`src/rtl/spi_slave_pkg.sv`:
```
// Shared types and constants for the SPI responder peripheral.
package spi_slave_pkg;

  typedef enum logic [1:0] {
    ST_IDLE  = 2'd0,
    ST_LOAD  = 2'd1,
    ST_SHIFT = 2'd2,
    ST_PUSH  = 2'd3
  } spi_slv_state_e;

  localparam int STAT_RX_NOT_EMPTY = 0;
  localparam int STAT_RX_FULL      = 1;
  localparam int STAT_TX_PENDING   = 2;
  localparam int STAT_BUSY         = 3;
  localparam int STAT_OVERRUN      = 4;
  localparam int STAT_UNDERRUN     = 5;
  localparam int STAT_IRQ_EN       = 8;
  localparam int STAT_COUNT_LSB    = 16;
  localparam int STAT_COUNT_W      = 5;

  localparam logic REG_CTRL = 1'b0;
  localparam logic REG_DATA = 1'b1;

endpackage

```
`src/rtl/spi_slave_port_if.sv`:
```
// Processor-side register bus of the SPI responder.
interface spi_slave_port_if;
  logic        wr_pi;
  logic        rd_pi;
  logic        reg_sel_pi;
  logic [31:0] entrada_pi;
  logic [31:0] salida_po;

  modport master (output wr_pi, rd_pi, reg_sel_pi, entrada_pi, input salida_po);
  modport slave  (input wr_pi, rd_pi, reg_sel_pi, entrada_pi, output salida_po);
endinterface

```
`src/rtl/spi_slave_rx_fifo.sv`:
```
// Receive byte FIFO; pushes into a full FIFO and pops from an empty one are dropped.
module spi_slave_rx_fifo #(
  parameter int RX_DEPTH = 4
) (
  input  logic                      clk_pi,
  input  logic                      reset_pi,
  input  logic                      push,
  input  logic                      pop,
  input  logic [7:0]                din,
  output logic [7:0]                dout,
  output logic                      empty,
  output logic                      full,
  output logic [$clog2(RX_DEPTH):0] count
);
  localparam int AW = $clog2(RX_DEPTH);
  localparam int CW = AW + 1;
  localparam logic [CW-1:0] FULL_CNT = CW'(RX_DEPTH);

  logic [7:0]    mem [RX_DEPTH];
  logic [AW-1:0] wr_ptr, rd_ptr;
  logic [CW-1:0] cnt;
  logic          do_push, do_pop;

  assign empty   = (cnt == '0);
  assign full    = (cnt == FULL_CNT);
  assign count   = cnt;
  assign dout    = mem[rd_ptr];
  assign do_push = push & ~full;
  assign do_pop  = pop & ~empty;

  always_ff @(posedge clk_pi) begin
    if (do_push) mem[wr_ptr] <= din;
  end

  always_ff @(posedge clk_pi) begin
    if (reset_pi) begin
      wr_ptr <= '0;
      rd_ptr <= '0;
      cnt    <= '0;
    end else begin
      if (do_push) wr_ptr <= wr_ptr + 1'b1;
      if (do_pop)  rd_ptr <= rd_ptr + 1'b1;
      case ({do_push, do_pop})
        2'b10:   cnt <= cnt + 1'b1;
        2'b01:   cnt <= cnt - 1'b1;
        default: cnt <= cnt;
      endcase
    end
  end
endmodule

```
`src/rtl/spi_slave_port.sv`:
```
// Mode-0 SPI responder: TX holding register out on MISO, received bytes into an RX FIFO.
//   state | meaning
//   IDLE  | no frame, miso low, wait for cs fall
//   LOAD  | fetch tx_hold (or 0x00 on underrun) into tx_shift
//   SHIFT | sample mosi on rise, advance tx_shift on fall
//   PUSH  | store completed byte, arm reload for next fall
module spi_slave_port
  import spi_slave_pkg::*;
#(
  parameter int RX_DEPTH    = 4,
  parameter int SYNC_STAGES = 2
) (
  input  logic              clk_pi,
  input  logic              reset_pi,
  spi_slave_port_if.slave   bus,
  input  logic              sclk_pi,
  input  logic              cs_pi,
  input  logic              mosi_pi,
  output logic              miso_po,
  output logic              irq_po
);
  localparam int CW = $clog2(RX_DEPTH) + 1;

  logic [SYNC_STAGES-1:0] sclk_sync, cs_sync, mosi_sync;
  logic                   sclk_s, cs_s, mosi_s, sclk_d, cs_d;
  logic                   rise, fall, cs_fall, cs_rise;

  spi_slv_state_e state, state_n;
  logic [3:0]     bit_cnt, bit_cnt_n;
  logic [7:0]     tx_shift, tx_shift_n, rx_shift, rx_shift_n, tx_hold;
  logic           tx_pending, tx_pending_n, reload, reload_n;
  logic           overrun, underrun, irq_en, ovr_set, und_set, load_evt, miso_n;

  logic           fifo_push, fifo_pop, fifo_empty, fifo_full;
  logic [7:0]     fifo_dout;
  logic [CW-1:0]  fifo_count;
  logic           data_wr, ctrl_wr;
  logic [31:0]    status;
  logic           unused_entrada;

  assign sclk_s  = sclk_sync[SYNC_STAGES-1];
  assign cs_s    = cs_sync[SYNC_STAGES-1];
  assign mosi_s  = mosi_sync[SYNC_STAGES-1];
  assign rise    = sclk_s & ~sclk_d;
  assign fall    = ~sclk_s & sclk_d;
  assign cs_fall = ~cs_s & cs_d;
  assign cs_rise = cs_s & ~cs_d;

  // cs chain clears to low so a frame already in progress at reset release gives no fall edge.
  always_ff @(posedge clk_pi) begin
    if (reset_pi) begin
      sclk_sync <= '0;
      cs_sync   <= '0;
      mosi_sync <= '0;
      sclk_d    <= 1'b0;
      cs_d      <= 1'b0;
    end else begin
      sclk_sync <= {sclk_sync[SYNC_STAGES-2:0], sclk_pi};
      cs_sync   <= {cs_sync[SYNC_STAGES-2:0], cs_pi};
      mosi_sync <= {mosi_sync[SYNC_STAGES-2:0], mosi_pi};
      sclk_d    <= sclk_s;
      cs_d      <= cs_s;
    end
  end

  assign data_wr  = bus.wr_pi & (bus.reg_sel_pi == REG_DATA);
  assign ctrl_wr  = bus.wr_pi & (bus.reg_sel_pi == REG_CTRL);
  assign fifo_pop = bus.rd_pi & (bus.reg_sel_pi == REG_DATA);

  always_comb begin
    state_n    = state;
    bit_cnt_n  = bit_cnt;
    tx_shift_n = tx_shift;
    rx_shift_n = rx_shift;
    reload_n   = reload;
    load_evt   = 1'b0;
    fifo_push  = 1'b0;
    ovr_set    = 1'b0;
    if (cs_rise) begin
      state_n  = ST_IDLE;
      reload_n = 1'b0;
    end else begin
      case (state)
        ST_IDLE: if (cs_fall) state_n = ST_LOAD;
        ST_LOAD: begin
          load_evt  = 1'b1;
          bit_cnt_n = 4'd0;
          reload_n  = 1'b0;
          state_n   = ST_SHIFT;
        end
        ST_SHIFT: begin
          if (rise) begin
            rx_shift_n = {rx_shift[6:0], mosi_s};
            bit_cnt_n  = bit_cnt + 4'd1;
            if (bit_cnt == 4'd7) state_n = ST_PUSH;
          end
          if (fall) begin
            if (reload) begin
              load_evt = 1'b1;
              reload_n = 1'b0;
            end else begin
              tx_shift_n = {tx_shift[6:0], 1'b0};
            end
          end
        end
        ST_PUSH: begin
          fifo_push = ~fifo_full;
          ovr_set   = fifo_full;
          bit_cnt_n = 4'd0;
          reload_n  = 1'b1;
          state_n   = ST_SHIFT;
        end
        default: state_n = ST_IDLE;
      endcase
    end
    if (load_evt) tx_shift_n = tx_pending ? tx_hold : 8'h00;
    und_set      = load_evt & ~tx_pending;
    // a same-cycle bus write lands after the load has consumed the old byte
    tx_pending_n = (tx_pending & ~load_evt) | data_wr;
    miso_n       = ((state_n == ST_SHIFT) || (state_n == ST_PUSH)) & tx_shift_n[7];
  end

  always_ff @(posedge clk_pi) begin
    if (reset_pi) begin
      state      <= ST_IDLE;
      bit_cnt    <= 4'd0;
      tx_shift   <= 8'h00;
      rx_shift   <= 8'h00;
      tx_hold    <= 8'h00;
      tx_pending <= 1'b0;
      reload     <= 1'b0;
      overrun    <= 1'b0;
      underrun   <= 1'b0;
      irq_en     <= 1'b0;
      miso_po    <= 1'b0;
      irq_po     <= 1'b0;
    end else begin
      state      <= state_n;
      bit_cnt    <= bit_cnt_n;
      tx_shift   <= tx_shift_n;
      rx_shift   <= rx_shift_n;
      tx_pending <= tx_pending_n;
      reload     <= reload_n;
      miso_po    <= miso_n;
      if (data_wr) tx_hold <= bus.entrada_pi[7:0];
      if (ctrl_wr) irq_en  <= bus.entrada_pi[STAT_IRQ_EN];
      overrun  <= ovr_set | (overrun  & ~(ctrl_wr & bus.entrada_pi[STAT_OVERRUN]));
      underrun <= und_set | (underrun & ~(ctrl_wr & bus.entrada_pi[STAT_UNDERRUN]));
      irq_po   <= irq_en & (~fifo_empty | overrun);
    end
  end

  spi_slave_rx_fifo #(.RX_DEPTH(RX_DEPTH)) u_rx_fifo (
    .clk_pi   (clk_pi),
    .reset_pi (reset_pi),
    .push     (fifo_push),
    .pop      (fifo_pop),
    .din      (rx_shift),
    .dout     (fifo_dout),
    .empty    (fifo_empty),
    .full     (fifo_full),
    .count    (fifo_count)
  );

  always_comb begin
    status                                     = '0;
    status[STAT_RX_NOT_EMPTY]                  = ~fifo_empty;
    status[STAT_RX_FULL]                       = fifo_full;
    status[STAT_TX_PENDING]                    = tx_pending;
    status[STAT_BUSY]                          = (state != ST_IDLE);
    status[STAT_OVERRUN]                       = overrun;
    status[STAT_UNDERRUN]                      = underrun;
    status[STAT_IRQ_EN]                        = irq_en;
    status[STAT_COUNT_LSB +: STAT_COUNT_W]     = STAT_COUNT_W'(fifo_count);
  end

  assign bus.salida_po = (bus.reg_sel_pi == REG_DATA) ?
                         (fifo_empty ? 32'h0 : {24'h0, fifo_dout}) : status;

  assign unused_entrada = ^bus.entrada_pi[31:9];
endmodule

```
`src/flat_wrapper.sv`:
```
// flat-port wrapper written by rule: the top's interface ports become plain ports
module spi_slave_port_flat import spi_slave_pkg::*;
#(
  parameter int RX_DEPTH    = 4,
  parameter int SYNC_STAGES = 2
)
  (clk_pi, reset_pi, sclk_pi, cs_pi, mosi_pi, miso_po, irq_po, bus_wr_pi, bus_rd_pi, bus_reg_sel_pi, bus_entrada_pi, bus_salida_po);
  spi_slave_port_if bus_i ();
  input  logic clk_pi;
  input  logic reset_pi;
  input  logic sclk_pi;
  input  logic cs_pi;
  input  logic mosi_pi;
  output logic miso_po;
  output logic irq_po;
  input wire logic [$bits(bus_i.wr_pi)-1:0] bus_wr_pi;
  input wire logic [$bits(bus_i.rd_pi)-1:0] bus_rd_pi;
  input wire logic [$bits(bus_i.reg_sel_pi)-1:0] bus_reg_sel_pi;
  input wire logic [$bits(bus_i.entrada_pi)-1:0] bus_entrada_pi;
  output wire logic [$bits(bus_i.salida_po)-1:0] bus_salida_po;
  assign bus_i.wr_pi = bus_wr_pi;
  assign bus_i.rd_pi = bus_rd_pi;
  assign bus_i.reg_sel_pi = bus_reg_sel_pi;
  assign bus_i.entrada_pi = bus_entrada_pi;
  assign bus_salida_po = bus_i.salida_po;
  spi_slave_port #(.RX_DEPTH(RX_DEPTH), .SYNC_STAGES(SYNC_STAGES)) u_core (.clk_pi(clk_pi), .reset_pi(reset_pi), .bus(bus_i), .sclk_pi(sclk_pi), .cs_pi(cs_pi), .mosi_pi(mosi_pi), .miso_po(miso_po), .irq_po(irq_po));
endmodule
```
`config.mk`:
```
export PLATFORM = sky130hd
export DESIGN_NAME = spi_slave_port_flat
export DESIGN_NICKNAME = d
export VERILOG_FILES = /design/src/rtl/spi_slave_pkg.sv /design/src/rtl/spi_slave_port_if.sv /design/src/rtl/spi_slave_rx_fifo.sv /design/src/rtl/spi_slave_port.sv /design/src/flat_wrapper.sv
export SDC_FILE = /design/constraint.sdc
export NUM_CORES = 1
export LEC_CHECK = 0
export CORE_MARGIN = 2
export CORE_UTILIZATION = 51
export CTS_BUF_LIST = sky130_fd_sc_hd__clkbuf_4 sky130_fd_sc_hd__clkbuf_8 sky130_fd_sc_hd__clkbuf_16
export DETAILED_ROUTE_END_ITERATION = 12
export PLACE_DENSITY = 0.8
export REMOVE_ABC_BUFFERS = 1
export SYNTH_ARGS = -nofsm -noshare
export SYNTH_HDL_FRONTEND = slang
export SYNTH_SLANG_ARGS = --single-unit
```
`constraint.sdc`:
```
create_clock -name clk_pi -period 2.85 [get_ports clk_pi]
set_clock_uncertainty 0.2 [all_clocks]
set_input_delay 0.285 -clock clk_pi [delete_from_list [all_inputs] [get_ports clk_pi]]
set_output_delay 0.285 -clock clk_pi [all_outputs]
set_load 0.05 [all_outputs]
```
==> results of run 1 <==
-- cells by family after synthesis --
logic type | after synthesis | share of synthesized area (%)
simple gates | 116 | 15.4
flops | 86 | 54.7
buf+inv | 55 | 8.24
compound gates | 49 | 8.17
mux | 20 | 8.04
fa+ha+maj | 12 | 4.22
xor+xnor | 5 | 1.17
other cells | 1 | 0.100
-- worst max path at each step --
| stage | start | endpoint | slack (ps) | cells past startpoint |
|---|---|---|---|---|
| floorplan | u_core.u_rx_fifo.count[2] | u_core.u_rx_fifo.count[2] | 520 | 9 |
| global placement | bus_reg_sel_pi | u_core.u_rx_fifo.count[2] | 280 | 9 |
| detailed placement | bus_reg_sel_pi | u_core.u_rx_fifo.count[2] | 230 | 9 |
| CTS | flip-flop | bus_salida_po[3] | 200 | 4 |
| global route | flip-flop | bus_salida_po[3] | 90 | 4 |
| finish | u_core.u_rx_fifo.count[2] | u_core.u_rx_fifo.count[2] | 240 | 9 |
-- cells in the final DEF (no fill, tap or decap), types with 3 or more instances in the layout --
master	Yosys	final
inv_1	16	16
a21oi_1	27	27
buf_12	0	7
buf_4	24	11
dfxtp_1	54	54
mux4_2	8	8
mux2i_1	12	12
xor2_1	3	3
a311oi_1	6	6
nand2_1	35	35
nor3_1	5	5
o21ai_0	6	6
ha_1	11	11
nor2_1	24	24
inv_6	0	3
edfxtp_1	32	32
clkbuf_8	0	9
nand3_1	17	17
nor2b_1	10	10
conb_1	1	20
clkdlybuf4s50_1	0	17
and2_1	7	7
-- registers in the layout (all words and copies together) (netlist names), 2 cells and up, named ones only --
| register | cells |
|---|---|
| u_core.u_rx_fifo.mem | 32 |
| u_core.mosi_sync | 2 |
| u_core.u_rx_fifo.wr_ptr | 2 |
| u_core.tx_shift | 8 |
| u_core.state | 2 |
| u_core.u_rx_fifo.count | 3 |
| u_core.tx_hold | 8 |
| u_core.sclk_sync | 2 |
| u_core.u_rx_fifo.rd_ptr | 2 |
| u_core.cs_sync | 2 |
| u_core.rx_shift | 8 |
| u_core.bit_cnt | 4 |
-- synth_stat cells (all sizes together) --
master  number
nor3         5
a22o         1
mux2i       12
nand3       18
a21oi       27
or2          3
or3          2
a211oi       1
and3         1
o211ai       1
a41o         1
o32ai        1
nor3b        1
and2         7
o21ai        6
xnor2        2
nand2       35
a31o         1
a311oi       6
buf         30
inv         16
fa           1
nor2b       11
nor4         1
ha          11
and4b        1
edfxtp      32
o31a         1
or2b         1
o22ai        2
o311a        1
clkbuf       9
conb         1
nand4        2
and2b        2
xor2         3
nand2b       2
dfxtp       54
nor2        24
mux4         8
-- stage by stage --
step,utilization [%],instances,cell area [sq um],worst slack (ps)
2_1_floorplan,-,324,3560,520
3_3_place_gp,56.9,459,4080,280
3_5_place_dp,56.9,459,4080,234
4_1_cts,59.9,475,4300,204
5_1_grt,59.9,475,4300,86.2
6_report,59.9,475,4300,243
-- power groups by stage --
stage / Sequential [uW] / Combinational [uW] / Clock, uW
global placement: 1310 / 150 / 0
finish: 1290 / 152 / 934
global route: 1290 / 165 / 992
detailed placement: 1310 / 152 / 0
CTS: 1290 / 153 / 948
floorplan: 1310 / 95.5 / 0
-- worst register-to-register path: stages (launching register included) --
cell,delay (ps)
dfxtp_1,450
inv_1,110
o311a_1,480
inv_1,100
ha_1,180
inv_1,60
fa_1,370
xor2_1,160
or3_1,310
a21oi_1,140
-- layout make-up --
class                           instances  area, sq um
Fill cell                             568         2880
Sequential cell                        86         2040
Multi-Input combinational cell        222         1460
Timing Repair Buffer                   36          398
Clock buffer                            9          124
Tap cell                               99          124
Clock inverter                          7         95.1
Inverter                               16         60.1
-- layer usage --
layer	vias to the layer above	GRT usage, %
met5	-	0
met4	0	8.96
met3	11	3.56
met2	71	30.5
met1	1184	22.9
li1	1206	-
==> results.py, run 1 <==
metrics = {
    "outcome": {
        "outcome": "finished, final reports clean",
    },
    "placement": {
        "port-buffer-count": 30,
        "gp_congestion": 0.831,
        "dp_hpwl_microns": 4730,
    },
    "die": {
        "start_util_pct": 52.1,
        "ios": 74,
        "placementRows": 31,
        "dieWidth_microns": 89.6,
        "core-area_sq_um": 7180,
        "die_y_microns": 89.6,
        "die-area_sq_um": 8030,
    },
    "clocking": {
        "cts.sinks": 86,
        "htreeDepth": 3,
        "postCtsSetupRepairBufs": 0,
        "cts_buffers": 9,
        "cts_buffer_depth": 2,
        "cts_tree": "done",
        "cts-root-buf": "clkbuf_8",
        "postCtsHoldBufs": 0,
        "postCtsResizedCells": 0,
        "clkLatencyLatePin_ps": 350,
        "clk_pin_slew_worst_paths_ps": 90,
    },
    "logic_synthesis": {
        "synth_area_leader_cell": "dfxtp_1",
        "synth_top_area_share_pct": 28.9,
        "syn_area_per_cell_sq_um": 10.9,
        "netlist_instances": 344,
        "ys_types": 47,
        "synth_warnings": 0,
        "ys_seq_area_share_pct": 54.7,
        "synth_area_leaders": "dfxtp_1 (29%), edfxtp_1 (26%), buf_4 (4.8%)",
        "syn_area_sq_um": 3740,
        "ys_seq_elements": 86,
    },
    "final_layout": {
        "antenna_cells": 0,
        "drive_gt1_share_pct": 12.8,
        "final_nets": 423,
        "area_growth_pct": 15.1,
    },
    "worst_setup_path": {
        "critPathLaunchType": "flip-flop",
        "required_ps": 2940,
        "cpMostUsedCell": "inv_1",
        "arrival_ps": 2700,
        "crit_type": "reg2reg",
        "r2r_cells": 9,
        "r2r-end": "u_core.u_rx_fifo.count[2]",
        "cp_max_fo": 7,
        "crit_path_end_kind": "flip-flop",
        "crit_chain": "inv_1 > o311a_1 > inv_1 > ha_1 > inv_1 > fa_1 > xor2_1 > or3_1 > a21oi_1",
        "worst_r2r_startpoint": "u_core.u_rx_fifo.count[2]",
        "critPathMaxStageDelay_ps": 480,
        "rrSetupSlack_ps": 240,
        "cp_top_family": "compound AO/OA/AOI/OAI gates",
        "worst_path_max_delay_cell": "o311a_1",
        "path_buf_inv": 3,
    },
    "hold_path": {
        "holdPathStages": 2,
        "min_to": "u_core.u_rx_fifo.wr_ptr[0]",
        "hp-class": "in2reg",
        "hold_path_startpoint": "reset_pi",
    },
    "timing": {
        "setup_tns_ps": 0,
        "hold_ws_ps": 232,
        "post-route-period-util_pct": 91.5,
        "final-setup-viol-count": 0,
        "worstMarginPinSlew_ps": 646,
        "fin_crit_ps": 2610,
        "maxSlewViolCount": 0,
        "slew_headroom_pct": 56.8,
        "rsz0062_at_grt": "false",
        "max_freq_ghz": 0.384,
        "hold_viol_final": 0,
    },
    "route": {
        "wl_met3_microns": 288,
        "via_per_inst": 5.20,
        "drt-total-wl_microns": 6830,
        "dr_total_vias": 2472,
        "drc": 0,
        "avgRoutedWirePerCell_microns": 14.4,
        "ant_nets": 0,
        "drtIter0Drc": 113,
        "wl_met1_microns": 3000,
        "wl_met2_microns": 3400,
        "first_pass_iters": 4,
        "top_layer_used": "met4",
    },
    "power": {
        "p_per_area_nw_per_um2": 552,
        "netSwitchingFraction_pct": 23.4,
        "peakVddDrop_mv": 0.225,
        "switching_power_uw": 555,
        "comb_power_share_pct": 6.4,
        "intPower_uw": 1820,
        "clkPwrFrac_pct": 39.4,
        "p_seq_share_pct": 54.2,
        "power.static_leakage_uw": 0.00160,
        "power_uw": 2370,
    },
    "global_routing": {
        "grtUsageTotal_pct": 18.3,
        "grt_pass1_wl_microns": 11000,
        "antenna_found_initial": 0,
        "grt.overflow.total": 0,
        "grt_pass1_vias": 2342,
        "grt_max_degree": 34,
    },
    "flow_run": {
        "maxCapViolations": 0,
    },
}
Power figures use the tool's default switching activity.
==> run 2: changes to the inputs <==
--- a/config.mk
+++ b/config.mk
@@ -14,3 +14,4 @@
 export SYNTH_ARGS = -nofsm -noshare
 export SYNTH_HDL_FRONTEND = slang
 export SYNTH_SLANG_ARGS = --single-unit
+export TNS_END_PERCENT = 5
==> results of run 2 <==
Same layout as run 1: the final DEF is identical, and so are final timing and power.
==> run 3: changes to the inputs <==
--- a/config.mk
+++ b/config.mk
@@ -5,6 +5,7 @@
 export SDC_FILE = /design/constraint.sdc
 export NUM_CORES = 1
 export LEC_CHECK = 0
+export CORE_ASPECT_RATIO = 0.75
 export CORE_MARGIN = 2
 export CORE_UTILIZATION = 51
 export CTS_BUF_LIST = sky130_fd_sc_hd__clkbuf_4 sky130_fd_sc_hd__clkbuf_8 sky130_fd_sc_hd__clkbuf_16
==> run 3 against run 2 <==
Critical path depth unchanged. Sequential share of layout area shrank 0.18 points. Via count is 0.40% lower. Non-clock buffer count is the same. Power is 1.1% higher. Register-to-register slack gained 50 ps. Flip-flop and latch count unchanged. Clock power up 2.7%. Cell count is 0.21% lower. Clock-buffer cell count is 4 higher. Design area grew 0.38%. Critical endpoint unchanged. Largest cell class unchanged. Largest power group unchanged.
==> results.py, run 3 (same netlist as run 1, synthesis figures left out) <==
metrics = {
    "route": {
        "dr_total_vias": 2462,
        "first_pass_iters": 4,
        "drc": 0,
        "wl_met3_microns": 494,
        "drtIter0Drc": 143,
        "drt-total-wl_microns": 6970,
        "via_per_inst": 5.19,
        "ant_nets": 0,
        "wl_met1_microns": 3060,
        "avgRoutedWirePerCell_microns": 14.7,
        "top_layer_used": "met4",
        "wl_met2_microns": 3330,
    },
    "final_layout": {
        "drive_gt1_share_pct": 13.0,
        "largest_reg_flops": 32,
        "final_nets": 423,
        "area_growth_pct": 15.5,
        "final_cell_area_sq_um": 4320,
        "top_register": "u_core.u_rx_fifo.mem",
        "fillCellCount": 544,
        "final_cell_mix": "dfxtp_1 (54), nand2_1 (35), edfxtp_1 (32)",
        "antenna_cells": 0,
        "final_common_cell": "dfxtp_1",
    },
    "placement": {
        "dp_hpwl_microns": 4810,
        "gp_congestion": 0.830,
        "port-buffer-count": 30,
        "placed_cell_area_sq_um": 4080,
    },
    "worst_setup_path": {
        "cpMostUsedCell": "inv_1",
        "critPathMaxStageDelay_ps": 450,
        "crit_path_end_kind": "flip-flop",
        "crit_type": "reg2reg",
        "arrival_ps": 2650,
        "worst_path_max_delay_cell": "o311a_1",
        "cp_max_fo": 7,
        "critPathLaunchType": "flip-flop",
        "crit_chain": "inv_1 > o311a_1 > inv_1 > ha_1 > inv_1 > fa_1 > xor2_1 > or3_1 > a21oi_1",
        "required_ps": 2940,
    },
    "global_routing": {
        "grt_pass1_vias": 2356,
        "grt.overflow.total": 0,
        "grt_pass1_wl_microns": 11600,
        "grt_max_degree": 29,
        "grtUsageTotal_pct": 19.0,
        "antenna_found_initial": 0,
    },
    "timing": {
        "hold_ws_ps": 207,
        "maxSlewViolCount": 0,
        "final-setup-viol-count": 0,
        "setup_tns_ps": 0,
        "max_freq_ghz": 0.391,
        "fin_crit_ps": 2560,
        "slew_headroom_pct": 56.7,
        "post-route-period-util_pct": 89.7,
        "rsz0062_at_grt": "false",
        "hold_viol_final": 0,
        "worstMarginPinSlew_ps": 648,
    },
    "clocking": {
        "clkLatencyLatePin_ps": 350,
        "cts-root-buf": "clkbuf_8",
        "cts_tree": "done",
        "cts_buffers": 9,
        "clk_pin_slew_worst_paths_ps": 90,
        "postCtsResizedCells": 0,
        "postCtsSetupRepairBufs": 0,
        "postCtsHoldBufs": 0,
        "cts.sinks": 86,
        "cts_buffer_depth": 2,
        "htreeDepth": 3,
    },
    "power": {
        "power.static_leakage_uw": 0.00161,
        "power_uw": 2400,
        "p_per_area_nw_per_um2": 555,
        "peakVddDrop_mv": 0.241,
    },
    "die": {
        "ios": 74,
        "placementRows": 26,
        "start_util_pct": 53.7,
        "dieWidth_microns": 103,
        "die-area_sq_um": 8030,
        "die_y_microns": 78.1,
        "core-area_sq_um": 6960,
    },
    "flow_run": {
        "maxCapViolations": 0,
    },
    "outcome": {
        "outcome": "finished, final reports clean",
    },
    "hold_path": {
        "hp-class": "in2reg",
    },
}
run 3: worst max-delay path: cells and delay by family, from the launching register on:
family / cells / cell delay, ps
buffers and inverters: 3 / 240
DFF: 1 / 430
xor gates and xnor gates: 1 / 160
AOI/OAI and AO/OA: 2 / 590
adders and majority gates: 2 / 560
and+or+nand+nor: 1 / 300
run 3: worst paths after layout:
path | slack, ps | startpoint | cells past startpoint | end
max reg2reg | 290 | u_core.u_rx_fifo.count[2] | 9 | u_core.u_rx_fifo.count[2]
min | 210 | reset_pi | 2 | u_core.rx_shift[6]
min reg2reg | 240 | u_core.cs_sync[0] | 1 | u_core.cs_sync[1]
max | 290 | u_core.u_rx_fifo.count[2] | 9 | u_core.u_rx_fifo.count[2]
run 3: report_power, final:
| part | internal, uW | total [uW] | switching (uW) |
|---|---|---|---|
| clock | 536 | 959 | 422 |
| sequential | 1280 | 1290 | 10.4 |
| combinational | 43.5 | 153 | 109 |
| total | 1860 | 2400 | 542 |
run 3: final cells by class:
cell class | instances | area (sq um) | area share (%)
clock buffer | 13 | 189 | 4.38
multi-input combinational | 222 | 1460 | 33.8
inverter | 16 | 60.1 | 1.39
timing repair buffer | 36 | 398 | 9.22
sequential | 86 | 2040 | 47.3
clock inverter | 3 | 47.5 | 1.10
tap | 98 | 123 | 2.84
run 3: stage by stage:
| stage | worst slack, ps | cells | util (%) |
|---|---|---|---|
| CTS | 263 | 474 | 62.0 |
| global route | 128 | 474 | 62.0 |
| finish | 292 | 474 | 62.0 |
| detailed placement | 278 | 458 | 58.6 |
| floorplan | 520 | 324 | - |
| global placement | 301 | 458 | 58.6 |
run 3: metal layers:
| layer | global-route usage (%) | vias up |
|---|---|---|
| met5 | 0 | - |
| met4 | 5.53 | 0 |
| met3 | 6.06 | 8 |
| met2 | 29.4 | 72 |
| met1 | 25.9 | 1179 |
| li1 | - | 1203 |
==> RTL edit 1: new RTL, config.mk and constraints of run 3 <==
`rx_shift` no longer has a reset.
--- a/src/rtl/spi_slave_port.sv
+++ b/src/rtl/spi_slave_port.sv
@@ -127,3 +127,2 @@
       tx_shift   <= 8'h00;
-      rx_shift   <= 8'h00;
       tx_hold    <= 8'h00;
@@ -140,3 +139,2 @@
       tx_shift   <= tx_shift_n;
-      rx_shift   <= rx_shift_n;
       tx_pending <= tx_pending_n;
@@ -150,2 +148,6 @@
     end
+  end
+
+  always_ff @(posedge clk_pi) begin
+    rx_shift <= rx_shift_n;
   end
Behaviour: no difference found for any inputs over 10 cycles, from zero or initial values and one cycle with reset_pi high; that may be too few to reach the edited logic, so the function may still have changed.
==> RTL edit 1 against run 3 <==
Routed wire length is 0.82% lower; area after synthesis rose by 1.4%; final area rose by 1.2%; fmax shrank 0.38%; largest power group unchanged; utilization is 1.8 points lower; sequential cell count unchanged; critical path type is now reg2out; first-iteration DRC count is 29% lower; sequential share of layout area up 1.2 points; setup slack worse by 9.7 ps; power is 2.5% higher; combinational power up 6%; clock power rose by 2.9%.
==> RTL edit 1: results (changes against run 3) <==
Parameter                              Value

Placed design
  Detailed placement HPWL ... 4.80 mm (-0.20%)
  RD Place Congestion ... 0.790 (-4.8%)
  Post-detailed-placement cell area ... 4130 um2 (+1.2%)

Finish
  Number of nets at the end of the flow ... 405 (-4.3%)
  Fraction of final layout cells sized beyond drive strength 1 ... 16.8% (+3.7 points)

Drt
  Violation count after the first detailed-routing iteration ... 101 (-29%)
  Routed WL ... 6.91 mm (-0.82%)
  Via density per instance ... 5.16 (-0.72%)

Setup path
  Maximum fanout count along the critical path ... 8 (+1)
  Crit path largest cell delay ... 690 ps (+240 ps)
  Data arrival, critical path ... 2080 ps (-570 ps)
  Crit path max-delay family ... flip-flops
  Worst reg2reg path startpoint ... u_core.state[0]$_SDFF_PP0_
  Slowest cell on crit path ... sky130_fd_sc_hd__dfxtp_1

Synth
  Largest cells by area after synthesis ... sky130_fd_sc_hd__edfxtp_1 32%, sky130_fd_sc_hd__dfxtp_1 24%, sky130_fd_sc_hd__mux4_2 4.8%, sky130_fd_sc_hd__buf_4 4.0%, sky130_fd_sc_hd__ha_1 3.6%
  Most numerous cell types in the synthesized netlist ... 46 x sky130_fd_sc_hd__dfxtp_1, 40 x sky130_fd_sc_hd__edfxtp_1, 35 x sky130_fd_sc_hd__nand2_1
  Unique cell type count in the Yosys netlist ... 49 (+4.3%)
  Sequential fraction of the synthesis area ... 56.0% (+1.4 points)
  Count of flip-flops with a built-in enable after synthesis ... 40 (+25%)

Global route
  First-pass GRT wire length ... 11.2 mm (-3.3%)
  Via count of the first global-routing pass ... 2266 (-3.8%)
  GRT Util Overall ... 17.9% (-1.2 points)

STA
  Worst Max-Slew Pin Slew ... 734 ps (+86.5 ps)
  Hold slack final ... 211 ps (+3.74 ps)

Status
  Run status ... finished clean

Hold path
  Path category of the worst min-delay check ... in2reg
  Hold EP ... u_core.u_rx_fifo.wr_ptr[0]$_SDFFE_PP0P_

Power and ir drop
  Leakage power ... 0.00152 uW (-5.4%)

Clock tree
  Clk Latency, worst-skew pair ... 360 ps
  Setup repair bufs after CTS ... 0 (unchanged)
## RTL edit 1: cell count changes after synthesis, moves of 3 or more
| cell | before | now |
|---|---|---|
| sky130_fd_sc_hd__a311oi_2 | 0 | 6 |
| sky130_fd_sc_hd__mux2i_1 | 12 | 6 |
| sky130_fd_sc_hd__inv_1 | 16 | 11 |
| sky130_fd_sc_hd__o21ai_1 | 0 | 4 |
| sky130_fd_sc_hd__a311oi_1 | 6 | 0 |
| sky130_fd_sc_hd__edfxtp_1 | 32 | 40 |
| sky130_fd_sc_hd__buf_4 | 24 | 20 |
| sky130_fd_sc_hd__nand2b_1 | 2 | 6 |
| sky130_fd_sc_hd__o21ai_0 | 6 | 3 |
| sky130_fd_sc_hd__nor2_1 | 24 | 16 |
| sky130_fd_sc_hd__dfxtp_1 | 54 | 46 |
## RTL edit 1: worst max path at each step
stage                                                   endpoint                              startpoint  slack, ps
after floorplan           u_core.u_rx_fifo.count[2]$_SDFFE_PP0P_  u_core.u_rx_fifo.count[0]$_SDFFE_PP0P_        590
after global placement    u_core.u_rx_fifo.count[2]$_SDFFE_PP0P_                          bus_reg_sel_pi        260
after detailed placement  u_core.u_rx_fifo.count[2]$_SDFFE_PP0P_                          bus_reg_sel_pi        180
after CTS                                       bus_salida_po[1]                               flip-flop        240
after global routing      u_core.u_rx_fifo.count[2]$_SDFFE_PP0P_              u_core.state[0]$_SDFF_PP0_        120
final                                           bus_salida_po[1]                               flip-flop        280
## RTL edit 1: where the power goes
part	internal (uW)	leakage (uW)	total [uW]	switching (uW)
Clock	570	0.000123	987	417
Combinational	48.4	0.000663	162	114
Sequential	1290	0.000733	1310	13.6
## RTL edit 1: routing by layer
layer | part of all wire (%) | GRT usage (%) | vias up
met3 | 4.5 | 5.73 | 5
met5 | 0 | 0 | -
met4 | 0.75 | 4.46 | 0
met1 | 46 | 22.6 | 1159
li1 | - | - | 1150
met2 | 48 | 30.2 | 53
## RTL edit 1: kinds of logic after synthesis
logic type,share of synthesized area (%)
compound gates,9.02
xor+xnor,1.16
fa+ha+maj,4.16
buf+inv,7.53
flops,56.0
mux,6.34
other cells,0.0990
simple gates,15.7
## RTL edit 1: final cells by class
class | count | area [um2]
inverter | 12 | 45.0
sequential | 86 | 2120
timing repair buffer | 34 | 383
tap | 101 | 126
clock buffer | 12 | 164
multi-input combinational | 210 | 1450
fill | 590 | 2890
clock inverter | 4 | 77.6
## RTL edit 1: metrics by stage
step / worst slack, ps / total power (uW) / cells
after floorplan: 594 / 1440 / 308
after global placement: 256 / 1490 / 443
after detailed placement: 176 / 1500 / 443
after CTS: 240 / 2480 / 459
after global routing: 125 / 2530 / 459
final: 283 / 2460 / 459
==> RTL edit 2: new RTL, flow settings as in run 3 <==
Without the edit above. Re-encode `spi_slv_state_e` (4 states) as one-hot, 4 bits wide.
--- a/src/rtl/spi_slave_pkg.sv
+++ b/src/rtl/spi_slave_pkg.sv
@@ -3,7 +3,7 @@
 
-  typedef enum logic [1:0] {
-    ST_IDLE  = 2'd0,
-    ST_LOAD  = 2'd1,
-    ST_SHIFT = 2'd2,
-    ST_PUSH  = 2'd3
+  typedef enum logic [3:0] {
+    ST_IDLE  = 4'b0001,
+    ST_LOAD  = 4'b0010,
+    ST_SHIFT = 4'b0100,
+    ST_PUSH  = 4'b1000
   } spi_slv_state_e;
Function: no difference found for any inputs over 10 cycles, from zero or initial values and one cycle with reset_pi high; not proved beyond that.
==> RTL edit 2 against run 3 <==
Clock power rose by 8%; final area rose by 3.3%; worst hold slack improved by 34 ps; setup slack got worse by 30 ps; sequential cell count rose by 2; routed wire length rose by 3.4%; die area rose by 3.4%; power rose by 4.0%; cell count rose by 1.9%; area after synthesis rose by 3.6%; combinational power fell by 7%; largest power group unchanged.
==> RTL edit 2: results (changes against run 3) <==
Parameter                              Value

Setup path
  Element type at the critical path start ... flip-flop
  Crit path largest cell delay ... 690 ps (+240 ps)
  Data arrival, critical path ... 2100 ps (-550 ps)
  Maximum fanout count along the critical path ... 8 (+1)
  Slowest cell on crit path ... sky130_fd_sc_hd__dfxtp_1
  Worst reg2reg path depth ... 9 (unchanged)
  Worst setup slack for register-to-register paths ... 360 ps (+70 ps)
  Crit path max-delay family ... flip-flops
  Worst reg2reg path startpoint ... u_core.state[2]$_SDFF_PP0_
  Worst setup path end ... bus_salida_po[3]

Synth
  Synth Area per Inst ... 11.2 um2 (+2.7%)
  Sequential fraction of the synthesis area ... 53.8% (-0.86 points)
  Number of warnings reported in the yosys synthesis log ... 0 (unchanged)
  Unique cell type count in the Yosys netlist ... 51 (+8.5%)
  Largest cells by area after synthesis ... sky130_fd_sc_hd__dfxtp_1 29%, sky130_fd_sc_hd__edfxtp_1 25%, sky130_fd_sc_hd__mux4_2 4.7%, sky130_fd_sc_hd__buf_4 4.3%, sky130_fd_sc_hd__nor2_1 3.3%
  Commonest register cell after synthesis ... sky130_fd_sc_hd__dfxtp_1
  Fraction of synthesis flops using an asynchronous set or reset pin ... 0% (unchanged)
  Most numerous cell types in the synthesized netlist ... 56 x sky130_fd_sc_hd__dfxtp_1, 34 x sky130_fd_sc_hd__nor2_1, 32 x sky130_fd_sc_hd__edfxtp_1
  Count of flip-flops with a built-in enable after synthesis ... 32 (unchanged)

Clock tree
  Clk Latency, worst-skew pair ... 360 ps
  Maximum root-to-sink buffer count ... 2 (unchanged)

Finish
  Non-filler cells, final ... 483 (+1.9%)
  N_diodes ... 0 (unchanged)
  Biggest register ... u_core.u_rx_fifo.mem
  Number of nets at the end of the flow ... 424 (+0.24%)
  Fraction of final layout cells sized beyond drive strength 1 ... 13.9% (+0.84 points)

Status
  Run status ... finished clean

Global route
  GRT Util Overall ... 18.5% (-0.55 points)
  Maximum number of pins on one net before global-route repair ... 33 (+14%)
  First-pass GRT wire length ... 12.0 mm (+3.5%)
  Via count of the first global-routing pass ... 2454 (+4.2%)

STA
  Max Freq ... 0.386 GHz (-1.2%)
  Worst Max-Slew Pin Slew ... 645 ps (-3.01 ps)

Drt
  Violation count after the first detailed-routing iteration ... 153 (+7.0%)
  Routed WL ... 7.20 mm (+3.4%)
  Via density per instance ... 5.23 (+0.77%)

Power and ir drop
  IR drop worst, VDD ... 0.000234 V (-2.8%)
  Leakage power ... 0.00158 uW (-1.8%)
  Internal ... 1960 uW (+5.6%)

Placed design
  Placed insts ... 467 (+2.0%)
  Placement-stage worst setup slack ... 242 ps (-36.1 ps)
  RD Place Congestion ... 0.792 (-4.6%)
  Detailed placement HPWL ... 5.00 mm (+3.9%)

Hold path
  Path category of the worst min-delay check ... reg2reg
## RTL edit 2: final cells by class
cell class,instances,area [um2]
Multi-Input combinational cell,230,1560
Fill cell,601,2910
Sequential cell,88,2080
Tap cell,101,126
Clock inverter,5,104
Timing Repair Buffer,36,395
Clock buffer,11,145
Inverter,12,45.0
## RTL edit 2: worst min path at each step
stage          cells past startpoint  slack [ps]                            to                    startpoint
4_1_cts                            2         230     u_core.overrun$_SDFF_PP0_                      reset_pi
3_3_place_gp                       1         220  u_core.cs_sync[1]$_SDFF_PP0_  u_core.cs_sync[0]$_SDFF_PP0_
2_1_floorplan                      1         150    u_core.underrun$_SDFF_PP0_                      reset_pi
5_1_grt                            2         240                     flip-flop                      reset_pi
6_report                           1         240  u_core.cs_sync[1]$_SDFF_PP0_  u_core.cs_sync[0]$_SDFF_PP0_
3_5_place_dp                       1         220  u_core.cs_sync[1]$_SDFF_PP0_  u_core.cs_sync[0]$_SDFF_PP0_
## RTL edit 2: kinds of logic (layout without fill, tap and decap cells)
family | after synthesis | in the layout | share of synthesized area (%)
and+or+nand+nor | 125 | 125 | 17.7
DFF | 88 | 88 | 53.8
AOI/OAI and AO/OA | 53 | 53 | 9.31
buffers and inverters | 48 | 64 | 7.73
muxes | 19 | 19 | 7.50
adders and majority gates | 7 | 7 | 2.46
xor gates and xnor gates | 6 | 6 | 1.36
other | 1 | 20 | 0.0969
## RTL edit 2: stage by stage
stage          utilization (%)  cell area (um2)
3_5_place_dp              57.2             4210
4_1_cts                   60.5             4460
6_report                  60.5             4460
5_1_grt                   60.5             4460
3_3_place_gp              57.2             4210
2_1_floorplan                -             3690
## RTL edit 2: worst register-to-register path, stage by stage, from the launching register on
cell,delay (ps)
sky130_fd_sc_hd__dfxtp_1,540
sky130_fd_sc_hd__nand2b_1,280
sky130_fd_sc_hd__a2111oi_4,90
sky130_fd_sc_hd__inv_1,90
sky130_fd_sc_hd__ha_1,180
sky130_fd_sc_hd__inv_1,60
sky130_fd_sc_hd__fa_1,370
sky130_fd_sc_hd__xor2_1,150
sky130_fd_sc_hd__or3_1,310
sky130_fd_sc_hd__a21oi_1,150
## RTL edit 2: power by group through the flow
| stage | Combinational (uW) | Sequential [uW] | Clock, uW |
|---|---|---|---|
| floorplan | 89.7 | 1340 | 0 |
| CTS | 141 | 1310 | 1050 |
| detailed placement | 141 | 1340 | 0 |
| finish | 142 | 1310 | 1040 |
| global route | 151 | 1310 | 1110 |
| global placement | 139 | 1340 | 0 |
## RTL edit 2: metal layers
metal  routed length [um]  global-route usage, %
met1                 3320                   24.3
met3                  438                   5.14
met2                 3370                   30.3
met5                    0                      0
met4                   76                   5.33
